[src/rtl/uart_arb_pkg.sv]
// Shared constants, helpers and FSM encoding for uart_tx_arbiter.
// ST_ABORT is only part of the encoding when UART_TX_ARB_TIMEOUT_EN is defined.
package uart_arb_pkg;

    localparam int DEF_CLOCK_RATE = 12_000_000;
    localparam int DEF_BAUD_RATE  = 9_600;
    localparam int CYCLES_PER_BIT = DEF_CLOCK_RATE / DEF_BAUD_RATE;

    localparam logic [1:0] ENC_IDLE      = 2'd0;
    localparam logic [1:0] ENC_START     = 2'd1;
    localparam logic [1:0] ENC_WAIT_DONE = 2'd2;
`ifdef UART_TX_ARB_TIMEOUT_EN
    localparam logic [1:0] ENC_ABORT     = 2'd3;
`endif

    typedef enum logic [1:0] {
        ST_IDLE      = ENC_IDLE,
        ST_START     = ENC_START,
        ST_WAIT_DONE = ENC_WAIT_DONE
`ifdef UART_TX_ARB_TIMEOUT_EN
        ,
        ST_ABORT     = ENC_ABORT
`endif
    } arb_state_e;

    function automatic int max_int(input int a, input int b);
        return (a > b) ? a : b;
    endfunction

endpackage

[src/rtl/uart_tx_arbiter_rr.sv]
// Combinational round-robin pick: first valid requester at or above ptr_i, wrapping.
module rr_arbiter #(
    parameter int  NUM_REQ = 4,
    localparam int IDX_W   = $clog2(NUM_REQ)
) (
    input  logic [NUM_REQ-1:0] req_valid_i,
    input  logic [IDX_W-1:0]   ptr_i,
    output logic [NUM_REQ-1:0] grant_o,
    output logic [IDX_W-1:0]   grant_idx_o,
    output logic               any_o
);

    logic [IDX_W:0]   sum  [NUM_REQ];
    logic [IDX_W-1:0] cand [NUM_REQ];

    // cand[gi] is the requester gi steps after the pointer, modulo NUM_REQ
    for (genvar gi = 0; gi < NUM_REQ; gi++) begin : g_cand
        assign sum[gi]  = {1'b0, ptr_i} + (IDX_W+1)'(gi);
        assign cand[gi] = (sum[gi] >= (IDX_W+1)'(NUM_REQ))
                        ? IDX_W'(sum[gi] - (IDX_W+1)'(NUM_REQ))
                        : sum[gi][IDX_W-1:0];
    end

    // Scan farthest offset first so the nearest valid requester is the last writer.
    always_comb begin
        grant_o     = '0;
        grant_idx_o = '0;
        any_o       = 1'b0;
        for (int k = NUM_REQ - 1; k >= 0; k--) begin
            if (req_valid_i[cand[k]]) begin
                grant_o          = '0;
                grant_o[cand[k]] = 1'b1;
                grant_idx_o      = cand[k];
                any_o            = 1'b1;
            end
        end
    end

endmodule

[src/rtl/uart_tx_arbiter.sv]
// Round-robin sharing of one Uart8 transmitter among NUM_REQ byte producers.
// Define UART_TX_ARB_TIMEOUT_EN to add the watchdog and the ABORT (txEn low) recovery.
module uart_tx_arbiter
    import uart_arb_pkg::*;
#(
    parameter int  NUM_REQ        = 4,
    parameter int  CLOCK_RATE     = DEF_CLOCK_RATE,
    parameter int  BAUD_RATE      = DEF_BAUD_RATE,
    parameter int  TIMEOUT_CYCLES = 12 * CLOCK_RATE / BAUD_RATE,
    parameter int  ABORT_CYCLES   = CLOCK_RATE / BAUD_RATE,
    localparam int IDX_W          = $clog2(NUM_REQ)
) (
    input  logic                 clk,
    input  logic                 resetN,
    input  logic [NUM_REQ-1:0]   reqValid,
    input  logic [8*NUM_REQ-1:0] reqData,
    output logic [NUM_REQ-1:0]   reqReady,
    output logic [NUM_REQ-1:0]   sentPulse,
    output logic [NUM_REQ-1:0]   errPulse,
    output logic [IDX_W-1:0]     grantId,
    output logic                 busy,
    output logic                 txEn,
    output logic                 txStart,
    output logic [7:0]           in,
    input  logic                 txBusy,
    input  logic                 txDone
);

    arb_state_e         state_q, state_d;
    logic [IDX_W-1:0]   ptr_q, ptr_d;
    logic [IDX_W-1:0]   grant_id_q, grant_id_d;
    logic [7:0]         data_q, data_d;
    logic               tx_en_q, tx_en_d;
    logic [NUM_REQ-1:0] sent_q, sent_d;

    logic [NUM_REQ-1:0] pick_onehot;
    logic [IDX_W-1:0]   pick_idx;
    logic               pick_any;
    logic [7:0]         req_bytes [NUM_REQ];
    logic [7:0]         pick_data;
    logic               accept;
    logic               complete;
    logic [IDX_W-1:0]   next_ptr;
    logic [NUM_REQ-1:0] gid_onehot;

    for (genvar gi = 0; gi < NUM_REQ; gi++) begin : g_bytes
        assign req_bytes[gi] = reqData[8*gi +: 8];
    end

    rr_arbiter #(
        .NUM_REQ (NUM_REQ)
    ) u_rr (
        .req_valid_i (reqValid),
        .ptr_i       (ptr_q),
        .grant_o     (pick_onehot),
        .grant_idx_o (pick_idx),
        .any_o       (pick_any)
    );

    assign pick_data  = req_bytes[pick_idx];
    // Ready is withheld while reset is asserted so no producer sees a phantom transfer.
    assign accept     = resetN && (state_q == ST_IDLE) && pick_any;
    assign complete   = (state_q == ST_WAIT_DONE) && txDone && !txBusy;
    assign next_ptr   = (grant_id_q == IDX_W'(NUM_REQ - 1)) ? '0 : grant_id_q + 1'b1;
    assign gid_onehot = NUM_REQ'(1) << grant_id_q;

`ifdef UART_TX_ARB_TIMEOUT_EN
    localparam int CNT_W = $clog2(max_int(TIMEOUT_CYCLES, ABORT_CYCLES) + 1);
    localparam logic [CNT_W-1:0] TO_LAST = CNT_W'(TIMEOUT_CYCLES - 1);
    localparam logic [CNT_W-1:0] AB_LAST = CNT_W'(ABORT_CYCLES - 1);

    logic [CNT_W-1:0]   cnt_q, cnt_d;
    logic [NUM_REQ-1:0] err_q, err_d;
`endif

    always_comb begin
        state_d    = state_q;
        ptr_d      = ptr_q;
        grant_id_d = grant_id_q;
        data_d     = data_q;
        tx_en_d    = 1'b1;
        sent_d     = '0;
`ifdef UART_TX_ARB_TIMEOUT_EN
        cnt_d      = cnt_q;
        err_d      = '0;
`endif
        case (state_q)
            ST_IDLE: begin
                if (accept) begin
                    state_d    = ST_START;
                    grant_id_d = pick_idx;
                    data_d     = pick_data;
`ifdef UART_TX_ARB_TIMEOUT_EN
                    cnt_d      = '0;
`endif
                end
            end
            ST_START: begin
                if (txBusy) begin
                    state_d = ST_WAIT_DONE;
                end
            end
            ST_WAIT_DONE: begin
                if (complete) begin
                    state_d = ST_IDLE;
                    sent_d  = gid_onehot;
                    ptr_d   = next_ptr;
                end
            end
`ifdef UART_TX_ARB_TIMEOUT_EN
            ST_ABORT: begin
                tx_en_d = 1'b0;
                if (cnt_q == AB_LAST) begin
                    state_d = ST_IDLE;
                    ptr_d   = next_ptr;
                    tx_en_d = 1'b1;
                end else begin
                    cnt_d = cnt_q + 1'b1;
                end
            end
`endif
            default: state_d = ST_IDLE;
        endcase
`ifdef UART_TX_ARB_TIMEOUT_EN
        // Watchdog overrides START->WAIT_DONE but never a completion seen the same cycle.
        if ((state_q == ST_START || state_q == ST_WAIT_DONE) && !complete) begin
            if (cnt_q == TO_LAST) begin
                state_d = ST_ABORT;
                err_d   = gid_onehot;
                tx_en_d = 1'b0;
                cnt_d   = '0;
            end else begin
                cnt_d = cnt_q + 1'b1;
            end
        end
`endif
    end

    always_ff @(posedge clk) begin
        if (!resetN) begin
            state_q    <= ST_IDLE;
            ptr_q      <= '0;
            grant_id_q <= '0;
            data_q     <= '0;
            tx_en_q    <= 1'b0;
            sent_q     <= '0;
`ifdef UART_TX_ARB_TIMEOUT_EN
            cnt_q      <= '0;
            err_q      <= '0;
`endif
        end else begin
            state_q    <= state_d;
            ptr_q      <= ptr_d;
            grant_id_q <= grant_id_d;
            data_q     <= data_d;
            tx_en_q    <= tx_en_d;
            sent_q     <= sent_d;
`ifdef UART_TX_ARB_TIMEOUT_EN
            cnt_q      <= cnt_d;
            err_q      <= err_d;
`endif
        end
    end

    assign reqReady  = accept ? pick_onehot : '0;
    assign sentPulse = sent_q;
    assign grantId   = grant_id_q;
    assign busy      = (state_q != ST_IDLE);
    assign txEn      = tx_en_q;
    assign txStart   = (state_q == ST_START);
    assign in        = data_q;
`ifdef UART_TX_ARB_TIMEOUT_EN
    assign errPulse  = err_q;
`else
    assign errPulse  = '0;
`endif

endmodule

[config.mk]
export PLATFORM = sky130hd
export DESIGN_NAME = uart_tx_arbiter
export DESIGN_NICKNAME = d
export VERILOG_FILES = /design/src/rtl/uart_arb_pkg.sv /design/src/rtl/uart_tx_arbiter_rr.sv /design/src/rtl/uart_tx_arbiter.sv
export SDC_FILE = /design/constraint.sdc
export NUM_CORES = 1
export LEC_CHECK = 0
export CORE_MARGIN = 1.5
export CORE_UTILIZATION = 40
export DETAILED_ROUTE_END_ITERATION = 8
export PLACE_DENSITY = 0.75
export SYNTH_ARGS = -nofsm -noshare
export SYNTH_HDL_FRONTEND = slang
export SYNTH_SLANG_ARGS = --single-unit
[constraint.sdc]
create_clock -name clk -period 3 [get_ports clk]
set_clock_uncertainty 0.15 [all_clocks]
set_input_delay 0.45 -clock clk [delete_from_list [all_inputs] [get_ports clk]]
set_output_delay 0.45 -clock clk [all_outputs]
set_load 0.05 [all_outputs]
==> out/metrics.yaml <==
area.growth.synth_to_final_pct: 53.7
fin_setup_tns_ns: 0
period_share_pct: 97.4
die_area_um2: 4730
switching_share_pct: 40.8
drive_gt1_share_pct: 19.5
first_pass_iters: 4
r2r_slack_ns: 0.41
setup_viol: 0
required_ns: 2.40
route.detailed.drc: 0
clock-sinks: 19
hold_viol_final: 0
multi_input_area_um2: 1310
ys.warnings.count: 0
syn_inst: 218
n_fill_cell: 362
r2r-start: "ptr_q[0]$_SDFFE_PN0P_"
cts.path.max_buffers: 2
maxCapViolations: 0
vias_per_cell: 5.79
seq_power_share_pct: 30.6
dp_hpwl_mm: 3.99
register_area_um2: 382
internal_power_w: 0.000582
holdCritPathClass: "flop to flop"
reg2regPathDepth: 9
path_max_fanout: 6
core_um2: 4090
fp.dieW_um: 68.8
wl_per_cell_um: 15.2
power_switching_w: 0.000401
grt_pass1_vias: 1805
start_util_pct: 42.3
num_vias: 1985
worstHoldPathCells: 2
rr_endpoint: "in[6]$_SDFFE_PN0P_"
antenna_cells: 0
holdWs_ns: 0.340
ir_drop_mv: 0.350
cts_root_buffer: "clkbuf_8"
wl_mm: 5.20
max_freq_ghz: 0.342
portBuffers: 60
worstHoldEndpoint: "in[3]$_SDFFE_PN0P_"
cts_hold_buffers: 0
overflow: 0
period_needed_ns: 2.92
status: "complete, no violations"
syn_area_per_cell_um2: 7.94
rows: 23
first_iter_violations: 160
dp_cells: 339
synth_seq_area_share_pct: 22.0
grt_max_degree: 15
final_nets: 342
p_leak_nw: 0.971
clk_pin_slew_ns: 0.08
layout_commonest_cell: "clkdlybuf4s50_1"
p_per_area_nw_per_um2: 369
tightest_slew_ns: 0.576
slew_headroom_pct: 61.3
io_pins: 65
ys_ff_latch: 19
htreeDepth: 1
synth.distinct_cells: 47
drv_slew: 0
mostFrequentLayoutCells: "clkdlybuf4s50_1 (56), buf_4 (27), nand3_1 (21)"
hp-start: "in[3]$_SDFFE_PN0P_"
cts_tree: "built"
antenna_found_initial: 0
cts-buffers-inserted: 3
clock_latency_ns: 0.27
grt.total_usage_pct: 23.2
final_cells: 343
die_h_um: 68.8
startpoint: "reqValid[3]"
critPathCaptureType: "output pin"
pwr-share-comb_pct: 50.1
grt_pass1_wl_mm: 8.29
place.gp.congestion: 0.893
rsz0062_at_grt: "no"
syn_area_um2: 1730
power.share.clock_pct: 19.3
postRouteAntennaNets: 0
criticalPathCategory: "input port to output pin"
critPathArrivalTime_ns: 2.32
worstSetupStartpointType: "input port"
state kept, by name, indices dropped and copies added (netlist names):
name,flops
ptr_q,2
state_q,2
grantId,2
in,8
sentPulse,4
txEn,1
kinds of logic (layout without fill, tap and decap cells):
logic type               count (synthesis)  after routing  share of synthesized area (%)
buffers and inverters                   24             96                           7.38
flip-flops                              19             19                           22.0
AND/OR/NAND/NOR                         81             81                           25.2
adder cells (fa/ha/maj)                  8              8                           5.78
AO/OA/AOI/OAI                           74             74                           30.7
multiplexers                            11             11                           8.68
other                                    1              4                          0.217
metrics by stage:
stage	area, um2	setup slack [ns]	utilization [%]	power, W
3_5_place_dp	2600	0.0727	63.7	0.000792
2_1_floorplan	1810	0.0492	-	0.000604
6_report	2660	0.0786	65.1	0.000983
5_1_grt	2660	0.0211	65.1	0.00103
4_1_cts	2650	0.0309	64.8	0.000980
3_3_place_gp	2600	0.111	63.7	0.000788
what timing repair did:
| action | CTS | global route |
|---|---|---|
| buffers inserted | 0 | 0 |
| gates resized for setup | 0 | 4 |
| setup endpoints to repair | 0 | 4 |
synth_stat cells, drive strengths merged:
library cell | count | area [um2]
mux2i | 6 | 60.1
o21ai | 20 | 100
nand2 | 11 | 41.3
or2 | 1 | 6.26
o311a | 1 | 10.0
conb | 1 | 3.75
nand3 | 21 | 105
and3 | 1 | 6.26
o21bai | 6 | 45.0
nor2b | 3 | 18.8
o211ai | 2 | 15.0
o311ai | 1 | 16.3
o2bb2ai | 1 | 8.76
a21o | 2 | 15.0
dfxtp | 19 | 380
o41a | 1 | 11.3
o211a | 1 | 10.0
a211oi | 3 | 27.5
buf | 13 | 86.3
nor3b | 2 | 15.0
a21oi | 16 | 91.3
ha | 8 | 100
nor4b | 1 | 8.76
a221o | 6 | 60.1
a32oi | 13 | 114
and2b | 1 | 7.51
nor3 | 15 | 75.1
a21boi | 1 | 7.51
and2 | 2 | 12.5
nor2 | 10 | 47.6
and4 | 1 | 8.76
or3 | 6 | 37.5
clkbuf | 6 | 22.5
inv | 5 | 18.8
mux4 | 3 | 67.6
nand3b | 1 | 7.51
nand2b | 5 | 38.8
mux2 | 2 | 22.5
how the worst max path moves through the flow:
stage,to,slack [ns],depth (start not counted)
after floorplan,in[6]$_SDFFE_PN0P_,0.05,10
after global placement,reqReady[1],0.11,7
after detailed placement,reqReady[0],0.07,7
after CTS,reqReady[0],0.03,9
after global routing,reqReady[2],0.02,7
final,reqReady[0],0.08,7
metal layers:
metal  part of all wire [%]  routed length [um]  track usage (%)  vias to the layer above
met5                      0                   0                0                        -
met4                    1.3                  66             8.09                        0
met3                    9.0                 470             5.03                        7
met2                     46                2370             36.2                       88
met1                     44                2300             31.4                      913
li1                       -                   -                -                      977
power by group through the flow:
stage / Clock (W) / Combinational, W / Sequential (W)
3_5_place_dp: 0 / 0.000486 / 0.000306
3_3_place_gp: 0 / 0.000483 / 0.000305
2_1_floorplan: 0 / 0.000216 / 0.000388
5_1_grt: 0.000204 / 0.000524 / 0.000304
4_1_cts: 0.000190 / 0.000489 / 0.000300
6_report: 0.000189 / 0.000492 / 0.000301
critical path: stages:
cell	delay, ns
clkdlybuf4s50_1	0.47
mux4_2	0.53
buf_4	0.19
a221o_1	0.34
nand3_1	0.12
a21oi_4	0.07
buf_12	0.15
cell type report:
class / instances / share of cell area, %
timing repair buffer: 87 / 31.7
tap: 50 / 2.35
clock buffer: 3 / 1.55
inverter: 5 / 0.706
sequential: 19 / 14.3
multi-input combinational: 178 / 49.2
clock inverter: 1 / 0.188
(Power assumes the default switching activity.)
